$ cat config.mk
export PLATFORM = sky130hd
export DESIGN_NAME = imem_fetch_ctrl
export DESIGN_NICKNAME = d
export VERILOG_FILES = /design/src/rtl/risc_pkg.sv /design/src/rtl/fetch_buf2.sv /design/src/rtl/imem_fetch_ctrl.sv
export SDC_FILE = /design/constraint.sdc
export NUM_CORES = 1
export LEC_CHECK = 0
export ABC_AREA = 1
export CAP_MARGIN = 20
export CELL_PAD_IN_SITES_DETAIL_PLACEMENT = 0
export CELL_PAD_IN_SITES_GLOBAL_PLACEMENT = 1
export CORE_MARGIN = 4
export CORE_UTILIZATION = 38
export DETAILED_ROUTE_END_ITERATION = 10
export GPL_ROUTABILITY_DRIVEN = 0
export PLACE_DENSITY_LB_ADDON = 0.1
export SETUP_SLACK_MARGIN = 0.2
export SYNTH_ARGS = -nofsm -noshare
export SYNTH_HDL_FRONTEND = slang
export SYNTH_HIERARCHICAL = 1
export SYNTH_SLANG_ARGS = --single-unit
$ cat constraint.sdc
create_clock -name clk -period 6.7 [get_ports clk]
set_input_delay 2.01 -clock clk [delete_from_list [all_inputs] [get_ports clk]]
set_output_delay 2.01 -clock clk [all_outputs]
set_load 0.01 [all_outputs]
$ cat src/rtl/risc_pkg.sv
// Shared constants for the RISC core: datapath width, PC increment and the
// fetch sequencer state encoding.
package risc_pkg;

    localparam int XLEN = 32;
    localparam logic [XLEN-1:0] PC_STEP = 32'd4;

    typedef enum logic [1:0] {
        FETCH_IDLE = 2'd0,
        FETCH_RUN  = 2'd1,
        FETCH_HALT = 2'd2,
        FETCH_ERR  = 2'd3
    } fetch_state_t;

endpackage

$ cat src/rtl/fetch_buf2.sv
// Two-entry FIFO of {instruction, pc} pairs between instruction fetch and decode.
// The head is presented combinationally and holds its last value while empty.
module fetch_buf2
    import risc_pkg::*;
(
    input  logic            clk,
    input  logic            reset,
    input  logic            push,
    input  logic            pop,
    input  logic            flush,
    input  logic [XLEN-1:0] push_inst,
    input  logic [XLEN-1:0] push_pc,
    output logic [1:0]      count,
    output logic [XLEN-1:0] head_inst,
    output logic [XLEN-1:0] head_pc
);

    logic [XLEN-1:0] inst_q [2];
    logic [XLEN-1:0] pc_q   [2];
    logic            rd_ptr;
    logic            wr_ptr;

    assign head_inst = inst_q[rd_ptr];
    assign head_pc   = pc_q[rd_ptr];

    always_ff @(posedge clk or posedge reset) begin
        if (reset) begin
            inst_q[0] <= '0;
            inst_q[1] <= '0;
            pc_q[0]   <= '0;
            pc_q[1]   <= '0;
            rd_ptr    <= 1'b0;
            wr_ptr    <= 1'b0;
            count     <= 2'd0;
        end else if (flush) begin
            // Empty by pulling the write pointer back, so the head outputs stay stable.
            wr_ptr <= rd_ptr;
            count  <= 2'd0;
        end else begin
            if (push) begin
                inst_q[wr_ptr] <= push_inst;
                pc_q[wr_ptr]   <= push_pc;
                wr_ptr         <= ~wr_ptr;
            end
            if (pop) begin
                rd_ptr <= ~rd_ptr;
            end
            count <= count + {1'b0, push} - {1'b0, pop};
        end
    end

endmodule

$ cat src/rtl/imem_fetch_ctrl.sv
// Fetch sequencer: owns the PC, addresses inst_mem and buffers opcodes for decode.
// Define IMEM_FETCH_MISALIGN_CHK_EN to trap misaligned redirects into a sticky ERR state.
module imem_fetch_ctrl
    import risc_pkg::*;
#(
    parameter logic [XLEN-1:0] RESET_PC = 32'h0000_0000,
    parameter int              DEPTH    = 2
) (
    input  logic            clk,
    input  logic            reset,
    input  logic            start,
    input  logic            halt_req,
    input  logic            redirect_valid,
    input  logic [XLEN-1:0] redirect_pc,
    output logic [XLEN-1:0] imem_addr,
    input  logic [XLEN-1:0] imem_data,
    output logic            out_valid,
    input  logic            out_ready,
    output logic [XLEN-1:0] out_inst,
    output logic [XLEN-1:0] out_pc,
    output logic            busy,
    output logic            misalign_err
);

    localparam logic [1:0] BUF_FULL = 2'(DEPTH);

    fetch_state_t    state;
    fetch_state_t    state_nxt;
    logic [XLEN-1:0] fetch_pc;
    logic [XLEN-1:0] pc_nxt;
    logic [XLEN-1:0] redirect_target;
    logic [1:0]      count;
    logic            pop;
    logic            push;
    logic            flush;
    logic            redirect_bad;

    assign out_valid = (count != 2'd0);
    assign pop       = out_valid && out_ready;
    assign imem_addr = fetch_pc;
    assign busy      = (state == FETCH_RUN);

`ifdef IMEM_FETCH_MISALIGN_CHK_EN
    assign redirect_target = redirect_pc;
    assign redirect_bad    = (redirect_pc[1:0] != 2'b00);
    assign misalign_err    = (state == FETCH_ERR);
`else
    logic unused_redirect_lsbs;
    assign unused_redirect_lsbs = ^redirect_pc[1:0];
    assign redirect_target      = {redirect_pc[XLEN-1:2], 2'b00};
    assign redirect_bad         = 1'b0;
    assign misalign_err         = 1'b0;
`endif

    always_ff @(posedge clk or posedge reset) begin
        if (reset) begin
            state    <= FETCH_IDLE;
            fetch_pc <= RESET_PC;
        end else begin
            state    <= state_nxt;
            fetch_pc <= pc_nxt;
        end
    end

    // A redirect outranks fetching; a fetch may also refill the slot freed by a same-cycle pop.
    always_comb begin
        state_nxt = state;
        pc_nxt    = fetch_pc;
        push      = 1'b0;
        flush     = 1'b0;
        case (state)
            FETCH_IDLE: begin
                if (start) state_nxt = FETCH_RUN;
            end
            FETCH_RUN: begin
                if (halt_req) state_nxt = FETCH_HALT;
                if (redirect_valid) begin
                    flush = 1'b1;
                    if (redirect_bad) state_nxt = FETCH_ERR;
                    else              pc_nxt    = redirect_target;
                end else if (!halt_req && ((count < BUF_FULL) || pop)) begin
                    push   = 1'b1;
                    pc_nxt = fetch_pc + PC_STEP;
                end
            end
            FETCH_HALT: begin
                if (start && !halt_req) state_nxt = FETCH_RUN;
                if (redirect_valid) begin
                    if (redirect_bad) begin
                        state_nxt = FETCH_ERR;
                        flush     = 1'b1;
                    end else begin
                        pc_nxt = redirect_target;
                    end
                end
            end
            default: begin
                flush = 1'b1;
            end
        endcase
    end

    fetch_buf2 u_buf (
        .clk       (clk),
        .reset     (reset),
        .push      (push),
        .pop       (pop),
        .flush     (flush),
        .push_inst (imem_data),
        .push_pc   (fetch_pc),
        .count     (count),
        .head_inst (out_inst),
        .head_pc   (out_pc)
    );

endmodule

* Yosys cells after proc, flatten, opt, wreduce, memory -nomap -nowiden
Cells that the tools add are included.
Cells by class: mux-type cells 26, eq/ne operators 7, bitwise operators 5, magnitude comparators 4, add/sub/neg operators 3, reduce and logical (&&, ||, !) cells 16
Operators by type and width (count):
- $mux 32 | 10
- $bwmux 64 | 2
- $pmux 32 s2 | 1
- $add 32x3->32 const B | 1
- $demux 32 s1 | 1
- $mux 2 | 4
- $ne 2x2->1 const B | 4
- $mux 1 | 6
- $pmux 2 s3 | 1
- $reduce_bool 2->1 | 3
- $ge 2x2->1 const B | 2
- $logic_and 1x1->1 | 4
- $not 1->2 | 2
- $reduce_and 2->1 | 2
- $reduce_and 4->1 | 1
- $ne 3x2->1 const B | 1
- $not 1->1 | 3
- $reduce_and 3->1 | 1
- $reduce_bool 3->1 | 1
- $add 2x1->2 | 1
- $eq 2x1->1 const B | 1
- $eq 2x2->1 const B | 1
- $logic_not 2->1 | 1
- $lt 2x1->1 const B | 1
- 6 further kinds | 6
Word-level totals: register bits 166, word-level logic and storage cells 70, output and inout bits 99, bits of input ports 70

* Longest topological paths before layout
Gate-level depths: netlist (run 1).
depth in word-level cells 10, mapped depth 12, depth with buffers taken out 11

* Cells and area by module
Netlist (run 1), hierarchy kept.
By module, submodules not included:
- fetch_buf2 | cells an instance 709, instances 1, area an instance 6276.0 um^2, sequential area each 3303.2 um^2
- imem_fetch_ctrl | cells an instance 421, instances 1, area an instance 2533.7 um^2, sequential area each 800.8 um^2

* Worst setup path after synthesis (run 1)
No wires, ideal clock.
path type input to register, start point input halt_req, end point register u_buf.count[0], data required time 6.575 ns, library setup time 0.125 ns, arrival 3.272 ns, buffers on the path 0, cell stages on the path 9, path slack 3.303 ns, cells stage by stage inv_1 o21ai_1 nor3_1 inv_1 ha_1 inv_1 ha_1 inv_1 nor2_1
On the way: cells in the longest elaborated chain, start to end 8
Ends and longest elaborated chain:
- start: declaration | line imem_fetch_ctrl.sv:12 | input logic halt_req,
- $logic_not 1->1 | line imem_fetch_ctrl.sv:81 | end else if (!halt_req && ((count < BUF_FULL) || pop)) begin
- $logic_and 1x1->1 | line imem_fetch_ctrl.sv:81
- $mux 1 | line imem_fetch_ctrl.sv:81
- $mux 1 | line imem_fetch_ctrl.sv:77 | if (redirect_valid) begin
- $mux 1 | line imem_fetch_ctrl.sv:71 | case (state)
- net push | line imem_fetch_ctrl.sv:34 | logic push;
- $add 2x1->2 | line fetch_buf2.sv:48 | count <= count + {1'b0, push} - {1'b0, pop};
- $sub 2x1->2 | line fetch_buf2.sv:48
- $mux 2 | line fetch_buf2.sv:35 | end else if (flush) begin
- end signal: assignment | line fetch_buf2.sv:48
- end: declaration | line fetch_buf2.sv:13 | output logic [1:0] count,
The timed path passes the listed nets, and every way through them passes these cells. A chain may end at the register's enable or synchronous reset.

* Worst setup path after layout (run 1)
start point register u_buf.rd_ptr, end point output out_pc[13]
On the way: cells in the longest elaborated chain, start to end 4
Ends and longest elaborated chain:
- start: declaration | line fetch_buf2.sv:20 | logic rd_ptr;
- start signal: assignment | line fetch_buf2.sv:46 | rd_ptr <= ~rd_ptr;
- $not 1->2 (not written as such) | line fetch_buf2.sv:24 | assign head_pc = pc_q[rd_ptr];
- $mux 32 (not written as such) (3 in a row) | line fetch_buf2.sv:24
- end: declaration | line imem_fetch_ctrl.sv:20 | output logic [XLEN-1:0] out_pc,
No other way between the ends. The select of a mux whose other input is x is not followed.

==> impl_metrics.json, run 1 <==
{
  "cts_buffers": 17,
  "slew_viol_final": 0,
  "die_w_microns": 160,
  "synth_top_area_cell": "dfrtp_1",
  "routed_wl_microns": 22300,
  "met2_length_microns": 10100,
  "yosys_register_bits": 164,
  "areaGrowthSynthToFinish_pct": 25.9,
  "fin_crit_sh_pct": 68.6,
  "fp-row-count": 55,
  "netlist_top_cells_count": "nand2_1, dfrtp_1, inv_1",
  "whs_path_depth": 2,
  "antenna_found_initial": 0,
  "crit_type": "reg2out",
  "grt_util_all_layers_pct": 17.9,
  "ir_worst_vdd_mv": 0.267,
  "clock_sink_count": 164,
  "critPathCaptureType": "primary output",
  "clock_latency_ps": 420,
  "initial_core_util_pct": 38.8,
  "postSynth.asyncResetShare_pct": 100,
  "reg2reg_from": "state[1]",
  "dieArea_sq_um": 25700,
  "setup_slack_ps": 2110,
  "grt_pass1_vias": 7092,
  "r2r_end": "u_buf/pc_q[45]",
  "synth_ff_type": "dfrtp_1",
  "netlist_area_sq_um": 8810,
  "finalSetupViolations": 0,
  "holdPathEnd": "u_buf/pc_q[10]",
  "post_drt_wl_per_cell_microns": 14.3,
  "seq_area_frac_synth_pct": 46.6,
  "status": "finished, final reports clean",
  "clockBufferDepth": 2,
  "final_nets": 1344,
  "drt_first_pass_iters": 5,
  "slew-limit-headroom_pct": 39.2,
  "fmax_ghz": 0.218,
  "cts_root_buffer": "clkbuf_16",
  "holdWs_ps": 479,
  "via_count": 7326,
  "synth_most_common_cell": "nand2_1",
  "worstPathRequired_ps": 4690,
  "final.setup_skew_ps": 13.2,
  "crit_path_start_kind": "flop",
  "overflow": 0,
  "synth_edf_count": 0,
  "syn_inst": 1130,
  "hold_violations": 0,
  "grt_first_pass_wirelength_microns": 37400,
  "ant_nets": 0,
  "yosysTopAreaCellShare_pct": 46.6,
  "cts_tree": "done",
  "die_y_microns": 160,
  "critPathArrivalTime_ps": 2580,
  "insertedDiodeCount": 0,
  "maxCapViolCount": 0,
  "vias_per_cell": 4.68,
  "top_layer": "met4",
  "wl_met3_microns": 1050,
  "tightest_slew_ps": 913,
  "dpl.hpwl_microns": 15000,
  "htreeDepth": 4,
  "drt_iter0_markers": 530,
  "ios": 169,
  "synth_area_leaders": "dfrtp_1, nand2_1, o21ai_2",
  "cts_resized": 0,
  "route.detailed.drc": 0,
  "ys_warn_count": 6,
  "reg2reg_depth": 8,
  "min_period_ps": 4590,
  "layout-drive-gt1-share_pct": 12.6,
  "dp_slack_ps": 1760,
  "r2r_slack_ps": 3730,
  "worst-path-max-fanout": 37,
  "clk_pin_slew_ps": 60,
  "core_region_area_sq_um": 22700,
  "rsz0062_at_grt": "no",
  "min_from": "u_buf/pc_q[10]",
  "avgSynthCellArea_sq_um": 7.80,
  "min_path_type": "reg2reg",
  "postCtsSetupRepairBufs": 0,
  "tns_ps": 0,
  "port-buffer-count": 163,
  "p_per_area_nw_per_um2": 459,
  "p_leak_nw": 5.41,
  "grt_max_degree": 129,
  "synthDistinctLibCells": 36,
  "hold_buffers": 0,
  "drt-met1-wl_microns": 10900
}
==> final cells by class <==
cell class	instances	area (sq um)
clock buffers	19	443
repair buffers	171	1700
well taps	285	357
fillers	2379	11600
multi-input cells	802	3860
inverters	112	425
clock inverters	13	198
flip-flops and latches	164	4110
==> sequential cells by signal (all words and copies together) (netlist names) <==
name / count
u_buf/rd_ptr: 1
u_buf/count: 2
u_buf/pc_q: 64
imem_addr: 30
state: 2
u_buf/wr_ptr: 1
u_buf/inst_q: 64
==> power breakdown <==
| part | internal, W | switching, W | leakage [nW] |
|---|---|---|---|
| sequential | 0.00138 | 0.000352 | 2.12 |
| clock | 0.000641 | 0.000414 | 0.302 |
| combinational | 0.00101 | 0.00129 | 2.98 |
| total | 0.00304 | 0.00206 | 5.41 |
==> layer usage <==
layer / global-route usage [%] / vias to the layer above
met5: 0 / -
met2: 28.1 / 188
met3: 3.74 / 16
met4: 4.15 / 0
met1: 25.4 / 3322
li1: - / 3800
==> worst max-delay path by stage <==
| stage | cells after the start | startpoint | end | slack (ps) |
|---|---|---|---|---|
| 2_1_floorplan | 1 | reset | u_buf/count[0] | 1160 |
| 3_3_place_gp | 8 | redirect_valid | u_buf/pc_q[61] | 1780 |
| 3_5_place_dp | 8 | redirect_valid | u_buf/pc_q[52] | 1760 |
| 4_1_cts | 5 | u_buf/rd_ptr | out_pc[12] | 2050 |
| 5_1_grt | 5 | u_buf/rd_ptr | out_pc[18] | 1930 |
| 6_report | 5 | u_buf/rd_ptr | out_pc[13] | 2110 |
==> cell families (layout without fill, tap and decap cells) <==
| family | after synthesis | count (layout) | synth area share [%] |
|---|---|---|---|
| fa+ha+maj | 6 | 6 | 0.852 |
| compound gates | 178 | 178 | 14.7 |
| xor+xnor | 3 | 3 | 0.298 |
| simple gates | 610 | 610 | 27.6 |
| other cells | 1 | 5 | 0.0426 |
| flops | 164 | 164 | 46.6 |
| buf+inv | 168 | 315 | 9.88 |
==> cell usage in the layout, fill, tap and decap left out, drive strengths merged <==
| cell type | Yosys | layout |
|---|---|---|
| clkinv | 0 | 4 |
| a21boi | 3 | 3 |
| nor2 | 89 | 89 |
| clkinvlp | 0 | 3 |
| dfrtp | 164 | 164 |
| buf | 51 | 8 |
| o21ai | 154 | 154 |
| xnor2 | 1 | 1 |
| a21oi | 10 | 10 |
| clkbuf | 5 | 19 |
| nor3 | 1 | 1 |
| and2 | 1 | 1 |
| a31oi | 1 | 1 |
| nand3 | 41 | 41 |
| inv | 112 | 114 |
| o21bai | 2 | 2 |
| clkdlybuf4s50 | 0 | 163 |
| ha | 6 | 6 |
| nand4 | 3 | 3 |
| bufinv | 0 | 4 |
| nand3b | 1 | 1 |
| o22ai | 3 | 3 |
| o21a | 3 | 3 |
| or2 | 2 | 2 |
| conb | 1 | 5 |
| xor2 | 2 | 2 |
| o211ai | 2 | 2 |
| nand2 | 472 | 472 |
==> per-stage QoR <==
stage	total power [W]	utilization (%)	cell area, sq um	std cells
finish	0.00509	48.8	11100	1566
global route	0.00553	48.8	11100	1566
CTS	0.00517	48.8	11100	1566
detailed placement	0.00409	46.0	10500	1534
global placement	0.00408	46.0	10500	1534
floorplan	0.00310	-	8820	1134
==> critical path: stages, from the launching register on <==
cell             delay, ps
dfrtp_2                410
inv_2                  430
buf_4                  510
nand2_1                 90
nand2_1                 80
clkdlybuf4s50_1        620
No activity file was read; power rests on OpenSTA's default activity.
==> inputs of run 2 (changes only) <==
--- a/config.mk
+++ b/config.mk
@@ -10,7 +10,7 @@
 export CELL_PAD_IN_SITES_DETAIL_PLACEMENT = 0
 export CELL_PAD_IN_SITES_GLOBAL_PLACEMENT = 1
 export CORE_MARGIN = 4
-export CORE_UTILIZATION = 38
+export CORE_UTILIZATION = 35
 export DETAILED_ROUTE_END_ITERATION = 10
 export GPL_ROUTABILITY_DRIVEN = 0
 export PLACE_DENSITY_LB_ADDON = 0.1
==> constraint.sdc (replaced) <==
create_clock -name clk -period 3.95 [get_ports clk]
set_input_delay 1.185 -clock clk [delete_from_list [all_inputs] [get_ports clk]]
set_output_delay 1.185 -clock clk [all_outputs]
set_load 0.01 [all_outputs]
==> run 2 against run 1 <==
Compared with the run above:
- clock skew up 3.1 ps
- sequential power up 71%
- count of clock-buffer cells in the layout up 1
- final area up 0.65%
- utilization shrank 3.3 points
- global-route usage shrank 0.94 points
- first-iteration DRC count fell by 13%
- register-to-register slack got worse by 2000 ps
- worst setup slack got worse by 1500 ps
- critical endpoint is now out_pc[16]
- highest routed layer unchanged
==> impl_metrics.json, run 2 (synthesis results as in run 1) <==
{
  "ir_worst_vdd_mv": 0.550,
  "die_y_microns": 167,
  "route.detailed.drc": 0,
  "p_leak_nw": 5.42,
  "initial_core_util_pct": 35.9,
  "crit_type": "reg2out",
  "crit_path_start_kind": "flop",
  "hold_buffers": 0,
  "maxCapViolCount": 0,
  "via_count": 7323,
  "grt_pass1_vias": 7304,
  "drt_iter0_markers": 463,
  "min_path_type": "reg2reg",
  "fin_crit_sh_pct": 84.8,
  "hold_violations": 0,
  "core_region_area_sq_um": 24500,
  "grt_max_degree": 127,
  "vias_per_cell": 4.55,
  "fp-row-count": 57,
  "grt_first_pass_wirelength_microns": 38600,
  "grtUsageMet1_pct": 23.7,
  "insertedDiodeCount": 0,
  "final.fill_count": 2535,
  "dieArea_sq_um": 27800,
  "use_met2_pct": 27.6,
  "cts_resized": 0,
  "rsz0062_at_grt": "no",
  "status": "finished, final reports clean",
  "final_nets": 1349,
  "placed_cell_area_sq_um": 10600,
  "r2r_end": "u_buf/pc_q[18]",
  "dpl.hpwl_microns": 15600,
  "areaGrowthSynthToFinish_pct": 26.7,
  "port-buffer-count": 163,
  "htreeDepth": 4,
  "fmax_ghz": 0.299,
  "reg2reg_depth": 10,
  "min_period_ps": 3350,
  "post_drt_wl_per_cell_microns": 14.4,
  "whs_path_depth": 2,
  "setup_slack_ps": 600,
  "slew-limit-headroom_pct": 46.8,
  "dp_slack_ps": 909,
  "p_per_area_nw_per_um2": 759,
  "grt-busiest-layer": "met2",
  "finalSetupViolations": 0,
  "clockBufferDepth": 2,
  "critPathArrivalTime_ps": 2160,
  "r2r_slack_ps": 1740,
  "worst-path-max-fanout": 45,
  "routed_wl_microns": 23300,
  "tightest_slew_ps": 797,
  "grt_util_all_layers_pct": 16.9,
  "clock_latency_ps": 430,
  "tns_ps": 0,
  "critPathCaptureType": "primary output",
  "fin_area_sq_um": 11200,
  "grt_use_met3_pct": 2.82,
  "layout-drive-gt1-share_pct": 13.1,
  "worstPathRequired_ps": 2760,
  "overflow": 0,
  "total_power_w": 0.00848,
  "clk_pin_slew_ps": 60,
  "cts_buffers": 17,
  "final.setup_skew_ps": 16.2,
  "layout_common_cells": "nand2_1, dfrtp_1, clkdlybuf4s50_1, inv_1, o21ai_2",
  "ios": 169,
  "cts_root_buffer": "clkbuf_16",
  "ant_nets": 0,
  "final_common_cell": "nand2_1",
  "reg2reg_from": "state[0]",
  "drt_first_pass_iters": 4,
  "cts_tree": "done",
  "postCtsSetupRepairBufs": 0,
  "die_w_microns": 167,
  "clock_sink_count": 164,
  "slew_viol_final": 0,
  "min_from": "u_buf/inst_q[49]",
  "holdPathEnd": "u_buf/inst_q[49]",
  "antenna_found_initial": 0
}
==> run 2: how the worst max path moves through the flow <==
stage | startpoint | to | cells after the start
floorplan | reset | u_buf/count[0] | 1
global placement | redirect_valid | imem_addr[10] | 8
detailed placement | redirect_valid | imem_addr[10] | 8
CTS | u_buf/rd_ptr | out_pc[16] | 5
global route | u_buf/rd_ptr | out_pc[16] | 5
finish | u_buf/rd_ptr | out_pc[16] | 5
==> run 2: stage by stage <==
step / util (%) / std cells / hold slack, ps
finish: 45.5 / 1610 / 479
global route: 45.5 / 1610 / 493
CTS: 45.5 / 1610 / 483
detailed placement: 43.3 / 1578 / 468
global placement: 43.3 / 1578 / 464
floorplan: - / 1134 / 453
==> run 2: layer usage <==
layer | wire length, microns | vias to the layer above
met1 | 11600 | 3330
met3 | 839 | 12
met2 | 10700 | 168
li1 | - | 3813
met4 | 201 | 0
met5 | 0 | -
==> run 2: worst max-delay path, cell delays in order (launching register included) <==
cell	delay, ps
dfrtp_2	430
inv_2	60
buf_4	440
nand2_1	100
nand2_1	120
clkdlybuf4s50_1	550
==> run 2: power by group <==
part	internal [W]	leakage, nW	switching [W]
combinational	0.00176	3.04	0.00221
sequential	0.00234	2.12	0.000608
clock	0.000847	0.260	0.000710
==> run 2: cell type report <==
class,count,area [sq um],area share (%)
Inverter,112,424,3.80
Timing Repair Buffer,176,1820,16.3
Multi-Input combinational cell,802,3860,34.6
Sequential cell,164,4110,36.8
Clock buffer,20,457,4.09
Clock inverter,12,96.3,0.863
Tap cell,324,405,3.63
==> inputs of run 3 (changes only) <==
--- a/config.mk
+++ b/config.mk
@@ -10,7 +10,7 @@
 export CELL_PAD_IN_SITES_DETAIL_PLACEMENT = 0
 export CELL_PAD_IN_SITES_GLOBAL_PLACEMENT = 1
 export CORE_MARGIN = 4
-export CORE_UTILIZATION = 35
+export CORE_UTILIZATION = 38
 export DETAILED_ROUTE_END_ITERATION = 10
 export GPL_ROUTABILITY_DRIVEN = 0
 export PLACE_DENSITY_LB_ADDON = 0.1
==> constraint.sdc (replaced) <==
create_clock -name clk -period 3.4 [get_ports clk]
set_input_delay 1.02 -clock clk [delete_from_list [all_inputs] [get_ports clk]]
set_output_delay 1.02 -clock clk [all_outputs]
set_load 0.01 [all_outputs]
==> run 3 against run 2 <==
Compared with the run above:
- power is 17% higher
- highest routed layer unchanged
- global-route usage is 1.1 points higher
- sequential power is 16% higher
- sequential cell count stayed put
- largest power group unchanged
- worst hold slack hardly changed
- routed wire length is 2.7% lower
- combinational power is 17% higher
- non-clock buffer count is 3 higher
==> impl_metrics.json, run 3 (synthesis results as in run 1) <==
{
  "final.fill_count": 2293,
  "clock_latency_ps": 420,
  "p_per_area_nw_per_um2": 887,
  "critPathArrivalTime_ps": 1920,
  "dpl.hpwl_microns": 15300,
  "initial_core_util_pct": 38.8,
  "crit_path_start_kind": "flop",
  "p_leak_nw": 5.47,
  "fin_crit_sh_pct": 86.6,
  "cts_resized": 0,
  "worst-path-max-fanout": 45,
  "die_y_microns": 160,
  "slew_viol_final": 0,
  "total_power_w": 0.00993,
  "maxCapViolCount": 0,
  "rsz0062_at_grt": "no",
  "htreeDepth": 4,
  "vias_per_cell": 4.67,
  "min_period_ps": 2940,
  "post_drt_wl_per_cell_microns": 14.4,
  "grt_pass1_vias": 7078,
  "cts_buffers": 17,
  "grt_util_all_layers_pct": 18.0,
  "routed_wl_microns": 22600,
  "grt_max_degree": 95,
  "slew-limit-headroom_pct": 66.2,
  "layout-drive-gt1-share_pct": 13.2,
  "dp_slack_ps": 562,
  "route.detailed.drc": 0,
  "tightest_slew_ps": 507,
  "clockBufferDepth": 2,
  "status": "finished, final reports clean",
  "core_region_area_sq_um": 22700,
  "critPathCaptureType": "primary output",
  "insertedDiodeCount": 0,
  "via_count": 7352,
  "antenna_found_initial": 0,
  "postCtsSetupRepairBufs": 0,
  "die_w_microns": 160,
  "finalSetupViolations": 0,
  "hold_buffers": 0,
  "layout_common_cells": "nand2_1, dfrtp_1, clkdlybuf4s50_1, inv_1, o21ai_2",
  "grt_first_pass_wirelength_microns": 37700,
  "holdWs_ps": 479,
  "worstPathRequired_ps": 2380,
  "clock_sink_count": 164,
  "ir_worst_vdd_mv": 0.476,
  "cts_tree": "done",
  "crit_type": "reg2out",
  "final.setup_skew_ps": 10.3,
  "fmax_ghz": 0.340,
  "dieArea_sq_um": 25700,
  "clk_pin_slew_ps": 70,
  "areaGrowthSynthToFinish_pct": 27.0,
  "port-buffer-count": 163,
  "ios": 169,
  "min_path_type": "reg2reg",
  "hold_violations": 0,
  "drt_first_pass_iters": 5,
  "fp-row-count": 55,
  "setup_slack_ps": 455,
  "overflow": 0,
  "drt_iter0_markers": 545,
  "ant_nets": 0,
  "final_common_cell": "nand2_1",
  "cts_root_buffer": "clkbuf_16",
  "final_nets": 1352,
  "tns_ps": 0
}
-- run 3: power by group --
| part | switching (W) | internal, W | total, W | leakage (nW) |
|---|---|---|---|---|
| registers | 0.000706 | 0.00272 | 0.00343 | 2.12 |
| logic | 0.00257 | 0.00208 | 0.00464 | 3.07 |
| clock network | 0.000817 | 0.00104 | 0.00186 | 0.272 |
| total | 0.00409 | 0.00584 | 0.00993 | 5.47 |
-- run 3: layer usage --
metal / wire (microns) / part of all wire [%] / global-route usage [%] / vias to the layer above
met2: 10200 / 45 / 28.1 / 158
li1: - / - / - / 3809
met1: 11200 / 49 / 25.9 / 3367
met4: 263 / 1.2 / 4.54 / 0
met5: 0 / 0 / 0 / -
met3: 1010 / 4.5 / 3.48 / 18
-- run 3: path summary, 6_finish.rpt --
check                                    to             from  slack [ps]  depth (start not counted)
min in group asynchronous     u_buf/pc_q[5]            reset         880                          2
max reg2reg                  u_buf/pc_q[50]         state[0]        1310                          9
min                         u_buf/inst_q[3]  u_buf/inst_q[3]         480                          2
max                              out_pc[14]     u_buf/rd_ptr         460                          5
max in group asynchronous  u_buf/inst_q[44]            reset        1800                          3
min reg2reg                 u_buf/inst_q[3]  u_buf/inst_q[3]         480                          2
-- run 3: critical path: stages, from the launching register on --
cell,delay (ps)
dfrtp_2,430
inv_2,80
buf_12,240
nand2_1,80
nand2_1,70
clkdlybuf4s50_1,600
-- run 3: metrics by stage --
stage	utilization [%]	instance area, sq um	instances
final	49.3	11200	1574
after global routing	49.3	11200	1574
after CTS	49.3	11200	1574
after detailed placement	46.8	10600	1542
after global placement	46.8	10600	1542
after floorplan	-	8830	1134
-- run 3: final cells by class --
class | count | area [sq um] | share of cell area [%]
Sequential cell | 164 | 4110 | 36.7
Clock buffer | 19 | 443 | 3.96
Multi-Input combinational cell | 802 | 3860 | 34.5
Inverter | 112 | 424 | 3.79
Clock inverter | 13 | 126 | 1.13
Tap cell | 285 | 357 | 3.19
Timing Repair Buffer | 179 | 1880 | 16.8
